## src/rtl/wb_port_arbiter.sv

```systemverilog
// ---------------------------------------------------------------------------
// wb_port_arbiter
//   Shares one DATA_W-bit 4:1 mux feeding the downstream transfer port between
//   four producers. Picks a winner from req, locks it for a burst, and drives
//   sel / grant / out_valid. A burst ends on an accepted beat carrying last,
//   on the MAX_BEATS-th accepted beat, or when the owner drops its request.
//
// Parameters
//   DATA_W     width of each payload and of out_data
//   MAX_BEATS  accepted beats per burst before a forced release (1..256)
//
// Ports
//   clk, rst        rising-edge clock, synchronous active-high reset
//   req[3:0]        per-requester request, held until its burst ends
//   last[3:0]       per-requester end-of-burst, only the owner's bit matters
//   data0..data3    requester payloads
//   out_ready       downstream accepts the current beat
//   grant[3:0]      one-hot owner, zero when idle
//   sel[1:0]        mux select, holds the previous owner while idle
//   out_data        data[sel]
//   out_valid       a beat is present on out_data
//   busy            a grant is held
//
// Build option
//   WB_ARB_RR_EN    defined: round-robin arbitration starting at ptr.
//                   undefined: fixed priority req0 > req1 > req2 > req3.
// ---------------------------------------------------------------------------
module wb_port_arbiter #(
  parameter int DATA_W    = 32,
  parameter int MAX_BEATS = 16
) (
  input  logic              clk,
  input  logic              rst,
  input  logic [3:0]        req,
  input  logic [3:0]        last,
  input  logic [DATA_W-1:0] data0,
  input  logic [DATA_W-1:0] data1,
  input  logic [DATA_W-1:0] data2,
  input  logic [DATA_W-1:0] data3,
  input  logic              out_ready,
  output logic [3:0]        grant,
  output logic [1:0]        sel,
  output logic [DATA_W-1:0] out_data,
  output logic              out_valid,
  output logic              busy
);

  localparam int BEAT_W = $clog2(MAX_BEATS + 1);

  typedef enum logic {
    IDLE = 1'b0,
    OWN  = 1'b1
  } state_t;

  state_t            state, state_next;
  logic [1:0]        owner, owner_next;
  logic [BEAT_W-1:0] beats, beats_next;
  logic [1:0]        winner;
  logic              xfer;
  logic              at_limit;
  logic              do_release;

  // A beat moves only while we own the port and the owner still requests.
  // The limit check looks at the count before this beat, so the beat that
  // brings the count to MAX_BEATS is the one that forces the release.
  always_comb begin
    xfer       = (state == OWN) && req[owner] && out_ready;
    at_limit   = (beats == BEAT_W'(MAX_BEATS - 1));
    do_release = (state == OWN) &&
                 (!req[owner] || (xfer && (last[owner] || at_limit)));
  end

`ifdef WB_ARB_RR_EN
  logic [1:0] ptr, ptr_next;
  logic [1:0] idx;

  // Round-robin pick: scan ptr+3 down to ptr+0 so the candidate closest to
  // ptr is the last one written and therefore wins.
  always_comb begin
    winner = ptr;
    idx    = ptr;
    for (int k = 3; k >= 0; k--) begin
      idx = ptr + 2'(k);
      if (req[idx]) begin
        winner = idx;
      end
    end
  end

  // The pointer moves to the requester after the one just released, so
  // every release (normal, forced or abort) hands priority onward.
  always_comb begin
    ptr_next = ptr;
    if (do_release) begin
      ptr_next = owner + 2'd1;
    end
  end

  // Round-robin pointer register.
  always_ff @(posedge clk) begin
    if (rst) begin
      ptr <= 2'd0;
    end else begin
      ptr <= ptr_next;
    end
  end
`else
  // Fixed priority pick: lowest requesting index wins.
  always_comb begin
    winner = 2'd3;
    if (req[0]) begin
      winner = 2'd0;
    end else if (req[1]) begin
      winner = 2'd1;
    end else if (req[2]) begin
      winner = 2'd2;
    end
  end
`endif

  // Next-state logic. IDLE grabs a winner whenever anyone requests; OWN
  // counts accepted beats and drops back to IDLE on any release condition,
  // which gives exactly one idle cycle between bursts.
  always_comb begin
    state_next = state;
    owner_next = owner;
    beats_next = beats;
    case (state)
      IDLE: begin
        if (req != 4'b0000) begin
          state_next = OWN;
          owner_next = winner;
          beats_next = '0;
        end
      end
      OWN: begin
        if (do_release) begin
          state_next = IDLE;
          beats_next = '0;
        end else if (xfer) begin
          beats_next = beats + 1'b1;
        end
      end
      default: begin
        state_next = IDLE;
      end
    endcase
  end

  // State, owner and beat counter registers. The owner register doubles as
  // the mux select, so it keeps its value through IDLE.
  always_ff @(posedge clk) begin
    if (rst) begin
      state <= IDLE;
      owner <= 2'd0;
      beats <= '0;
    end else begin
      state <= state_next;
      owner <= owner_next;
      beats <= beats_next;
    end
  end

  // Port-facing outputs. grant, sel and busy come straight from registers;
  // out_valid also follows the owner's live request.
  always_comb begin
    busy      = (state == OWN);
    sel       = owner;
    grant     = busy ? (4'b0001 << owner) : 4'b0000;
    out_valid = busy && req[owner];
  end

  // The shared 4:1 payload mux.
  always_comb begin
    out_data = data0;
    case (sel)
      2'd1:    out_data = data1;
      2'd2:    out_data = data2;
      2'd3:    out_data = data3;
      default: out_data = data0;
    endcase
  end

endmodule

```

## config.mk

```make
export PLATFORM = sky130hd
export DESIGN_NAME = wb_port_arbiter
export DESIGN_NICKNAME = d
export VERILOG_FILES = /design/src/rtl/wb_port_arbiter.sv
export SDC_FILE = /design/constraint.sdc
export NUM_CORES = 1
export LEC_CHECK = 0
export CAP_MARGIN = 40
export CORE_AREA = 4 4 67 69
export CTS_BUF_LIST = sky130_fd_sc_hd__clkbuf_8
export DETAILED_ROUTE_END_ITERATION = 10
export DIE_AREA = 0 0 71 73
export DONT_BUFFER_PORTS = 1
export GPL_TIMING_DRIVEN = 1
export HOLD_SLACK_MARGIN = 0.15
export PLACE_DENSITY = 0.46
export SLEW_MARGIN = 25
export SYNTH_ARGS = -nofsm -noshare
export SYNTH_HDL_FRONTEND = slang
export SYNTH_SLANG_ARGS = --single-unit
```

## constraint.sdc

```tcl
create_clock -name clk -period 2 [get_ports clk]
set_input_delay 0.1 -clock clk [delete_from_list [all_inputs] [get_ports clk]]
set_output_delay 0.1 -clock clk [all_outputs]
set_load 0.02 [all_outputs]
```

Word level (Yosys, flattened, before mapping)
Cells that the tools add are included.
{ "word_totals": {"ff_bits": 8, "output_inout_bits": 40, "wordCells": 39, "in_bits": 139} }
{ "classes": {"n_shift": 1, "order_cmp": 1, "muxes": 16, "n_addsub": 1, "eq_ne": 6, "bitwise_logic": 1, "n_reduce_logical": 10} }
{ "op_table": {"columns": ["cell", "count"], "rows": [
  ["one-hot mux 32 bit (3 select lines)", 1],
  ["two-way mux 5 bit", 3],
  ["one-hot mux 5 bit (2 select lines)", 1],
  ["adder 5 x 1 -> 5 bit, second input constant", 1],
  ["== test 5 x 4 -> 1 bit, second input constant", 1],
  ["two-way mux 1 bit", 5],
  ["binary-select mux 1 bit (select 2 bit)", 2],
  ["== test 2 bit, second input constant", 2],
  ["logical AND 1 bit", 4],
  ["two-way mux 2 bit", 2],
  ["two-way mux 4 bit", 1],
  ["AND reduction 2 bit", 2],
  ["nonzero test 4 bit", 1],
  ["<< shifter 1 x 2 -> 4 bit, first input constant", 1],
  ["less-than comparator 2 x 3 -> 1 bit, second input constant", 1],
  ["!= test 3 x 1 -> 1 bit, second input constant", 1],
  ["== test 2 x 1 -> 1 bit, second input constant", 1],
  ["logical OR 1 bit", 2],
  ["!= test 2 bit, second input constant", 1],
  ["one-hot mux 1 bit (2 select lines)", 1],
  ["logical NOT 1 bit", 1],
  ["inverter 1 bit", 1]
]} }

Longest topological paths before layout
{ "depth": {"ltp_word": 9, "depth_mapped": 6, "ltp_nobuf": 6} }

Worst setup path before layout
Ideal clock, no wire load.
{ "synth_timing": {"kind": "reg-to-reg", "start": "reg owner[0] (netlist: sel[0])", "end": "reg beats[2]", "setup_slack_ns": 0.250, "period_less_slack_ns": 1.750, "path_buffers": 1, "arrival_time_ns": 1.657, "path_stages_with_launch": 6, "cell_sequence": "dfxtp_1 > buf_6 > mux4_2 > nor2_4 > nand4_4 > o311ai_2"} }
{ "synth_between": {"elab_chain_len": 9, "elab_cells_between_ends": 15, "classes_between": "eq/ne: 1; mux: 6; reduce/logical: 8"} }
{ "synth_lines": {"columns": ["item", "line", "source"], "rows": [
  ["start, declared", "56", "logic [1:0] owner, owner_next;"],
  ["start signal, assigned", "159", "owner <= owner_next;"],
  ["binary-select mux 1 bit (select 2 bit)", "67, 70", null],
  ["two-way mux 1 bit (not written as such)", "67, 70", null],
  ["logical AND 1 bit (2 in a row)", "67", "xfer = (state == OWN) && req[owner] && out_ready;"],
  ["logical AND 1 bit", "70", "(!req[owner] || (xfer && (last[owner] || at_limit)));"],
  ["logical OR 1 bit", "70", null],
  ["logical AND 1 bit", "69", "do_release = (state == OWN) &&"],
  ["two-way mux 5 bit or != test 3 x 1 -> 1 bit (tied branches)", null, null],
  ["one-hot mux 5 bit (2 select lines) or AND reduction 2 bit (tied branches)", null, null],
  ["end signal, assigned", "160", "beats <= beats_next;"],
  ["end, declared", "57", "logic [BEAT_W-1:0] beats, beats_next;"]
]} }
Several ways; a longest one is shown, not always the timed one. The select of a mux whose other input is x is not followed.
A chain may end at the register's enable or synchronous reset.

Worst setup path after layout
{ "layout_timing": {"start": "reg beats[0]", "end": "reg beats[2]"} }
{ "layout_between": {"elab_chain_len": 7, "elab_cells_between_ends": 11, "classes_between": "add/sub: 1; eq/ne: 2; mux: 3; reduce/logical: 5"} }
{ "layout_lines": {"columns": ["item"], "rows": [
  ["branches (longest 7 deep; another with adder 5 x 1 -> 5 bit)"]
]} }
Parallel ways; which one is timed is not known. The select of a mux whose other input is x is not followed.

==> results.yml <==
critical_path:
  critical_path_class: "reg2reg"
  worstSetupStartpoint: "beats[0]$_SDFFE_PP0P_"
  start_kind: "register"
  cp.depth: 6
  crit_chain: "ha_1 > and3_1 > ha_1 > nor2_4 > nand4_4 > o311ai_2"
  path_buf_inv: 0
  arrival_ns: 1.82
  cp_slowest_stage_delay_ns: 0.32
  critical-path-top-delay-family: "simple AND/OR/NAND/NOR gates"
  slowest_stage: "dfxtp_1"
  reg2reg_from: "beats[0]$_SDFFE_PP0P_"
  required_ns: 2.14
  crit_top_cell: "ha_1"
  path_max_fanout: 5
  critPathCaptureType: "register"
  rr_worst_depth: 6
drt:
  wirelength_mm: 5.51
  via_per_inst: 7.09
  drcViolationCount: 0
  first_pass_iters: 4
  wire_per_inst_um: 34.4
  drtIter0Drc: 37
  drt.antenna.violating_nets: 0
  via_count: 1134
floorplanning:
  rows: 23
  fp.coreArea_sq_um: 3910
  floorplan.initialDensity: 0.336
  ios: 179
  die_area_sq_um: 5180
  die_w_um: 71
  dieHeight_um: 73
timing:
  period_share: 0.841
  hold_slack_ns: 0.208
  period_needed_ns: 1.68
  skew_ns: 0.00343
  worst_pin_slew_ns: 0.571
  tns_ns: 0
  setup_violations: 0
  max_freq_ghz: 0.594
  fin_ws_ns: 0.317
  drv_slew: 0
  rsz0062_at_grt: "no"
  slew_headroom: 0.616
  hold_viol: 0
cts:
  clock_latency_ns: 0.24
  clk_pin_slew_ns: 0.05
  cts_setup_buffers: 0
  cts_resized: 0
  cts_tree: "done"
  cts_sinks: 8
  hold_buffers: 5
  numCtsBuffers: 3
  cts.path.max_buffers: 2
  cts_max_level: 1
  ctsRootBufferMaster: "clkbuf_8"
hold_path:
  hold_start: "req[3]"
  hold_path_class: "in2reg"
  worst_hold_path.num_cells: 3
final_layout:
  area_growth_pct: 12.4
  nets: 253
  diodes: 0
  drive_above_1_share: 0.464
  fillCellCount: 404
grt:
  overflow: 0
  use_met2: 0.347
  grt_first_pass_wirelength_mm: 7.42
  track_usage: 0.194
  antenna_found_initial: 0
  met3_usage: 0.0565
  grtUsageMet1: 0.222
  grt.busiest_layer: "met2"
  grt_pass1_vias: 1116
  grt_max_degree: 19
status:
  status: "finished, final reports clean"
power:
  p_leak_uw: 0.000437
  ir_drop_v: 0.000268
  p_per_area_nw_per_um2: 558
yosys:
  netlist.top_cell.by_area: "mux4_2"
  synth_simple_gate_area_frac: 0.137
  synth_compound_area_frac: 0.0932
  synthXorXnorAreaFrac: 0
  ys.warnings.count: 0
  avgSynthCellArea_sq_um: 12.7
  ys_seq_area_frac: 0.122
  ys_seq_elements: 8
  synth.area.top_cells: "mux4_2, dfxtp_1, nor2_1"
  yosysTopAreaCellShare: 0.565
  synth.distinct_cells: 32
  synthAdderAreaFrac: 0.0190
  synthCells: 104
  synth.area.mux_share: 0.580
  synth_area_sq_um: 1320
  synth_nets: 245
  synth_top_family_by_area: "multiplexers"
job:
  max_cap_violations: 0
placed_design:
  dp_hpwl_mm: 4.78
  pre_cts_ws_ns: 0.327
  port_buffers: 0
  gp_congestion: 0.818
## cell usage after synthesis
| cell | instances |
|---|---|
| mux4_2 | 33 |
| nor2_1 | 9 |
| dfxtp_1 | 8 |
| inv_1 | 5 |
| buf_2 | 4 |
| nand2b_1 | 4 |
| nor2b_1 | 4 |
| o21ai_0 | 4 |
| a211oi_1 | 2 |
| a21oi_1 | 2 |
| buf_1 | 2 |
| clkbuf_1 | 2 |
| ha_1 | 2 |
| mux2i_1 | 2 |
| nand2_1 | 2 |
| nand3_1 | 2 |
| o32ai_1 | 2 |
| and3_1 | 1 |
| buf_6 | 1 |
| nand3b_1 | 1 |
| nand4_1 | 1 |
| nand4_4 | 1 |
| nor2_4 | 1 |
| nor3b_1 | 1 |
| nor4_1 | 1 |
| o211ai_1 | 1 |
| o22ai_2 | 1 |
| o311ai_2 | 1 |
| o31ai_1 | 1 |
| o32ai_2 | 1 |
| or2_2 | 1 |
| or3_1 | 1 |
## cells in the final DEF (no fill, tap or decap), types with 2 or more instances in the layout
| cell | netlist | routed |
|---|---|---|
| a211oi_1 | 2 | 2 |
| dfxtp_2 | 0 | 2 |
| dlygate4sd3_1 | 0 | 5 |
| mux2i_1 | 2 | 2 |
| nand2_1 | 2 | 2 |
| dfxtp_1 | 8 | 6 |
| inv_1 | 5 | 5 |
| o32ai_1 | 2 | 2 |
| o21ai_0 | 4 | 4 |
| nand3_1 | 2 | 2 |
| nand2b_1 | 4 | 4 |
| nor2_1 | 9 | 9 |
| ha_1 | 2 | 2 |
| a21oi_1 | 2 | 2 |
| clkbuf_8 | 0 | 3 |
| nor2b_1 | 4 | 4 |
| mux4_2 | 33 | 33 |
| buf_4 | 0 | 7 |
## worst paths after layout
check	endpoint	slack, ns
max	beats[2]$_SDFFE_PP0P_	0.32
min	sel[0]$_SDFFE_PP0P_	0.21
max reg2reg	beats[2]$_SDFFE_PP0P_	0.32
min reg2reg	beats[4]$_SDFFE_PP0P_	0.50
## cell families after synthesis
family | after synthesis
muxes | 35
and+or+nand+nor | 30
AOI/OAI and AO/OA | 15
buffers and inverters | 14
DFF | 8
adders and majority gates | 2
## registers in the layout (all words and copies together) (netlist names)
| name | count |
|---|---|
| beats | 5 |
| sel | 2 |
| busy | 1 |
## layer usage
metal	up-vias	share of wire
li1	456	-
met1	571	0.33
met2	98	0.55
met3	9	0.10
met4	0	0.019
met5	-	0
## where the power goes
group	switching, uW	leakage, uW	internal [uW]
registers	9.68	0.0000659	167
clock network	76.7	0.0000216	132
logic	265	0.000350	176
## worst min-delay path, delay by kind of cell
kind / cells / cell delay, ns
and+or+nand+nor: 1 / 0.05
AOI/OAI and AO/OA: 2 / 0.25
## stage by stage
step	instance area [sq um]	instances	total power, uW	util
6_report	1480	160	825	0.378
5_1_grt	1480	160	860	0.378
4_1_cts	1480	160	833	0.378
3_5_place_dp	1390	152	608	0.355
3_3_place_gp	1390	152	606	0.355
2_1_floorplan	1320	104	552	-
## layout make-up
cell class	count	area, sq um	share of cell area
inverter	5	18.8	0.0127
clock buffer	3	41.3	0.0279
timing repair buffer	12	103	0.0694
multi-input combinational	82	1090	0.738
tap	50	62.6	0.0423
sequential	8	163	0.110
Note: power is estimated with default switching activity, not from simulation.
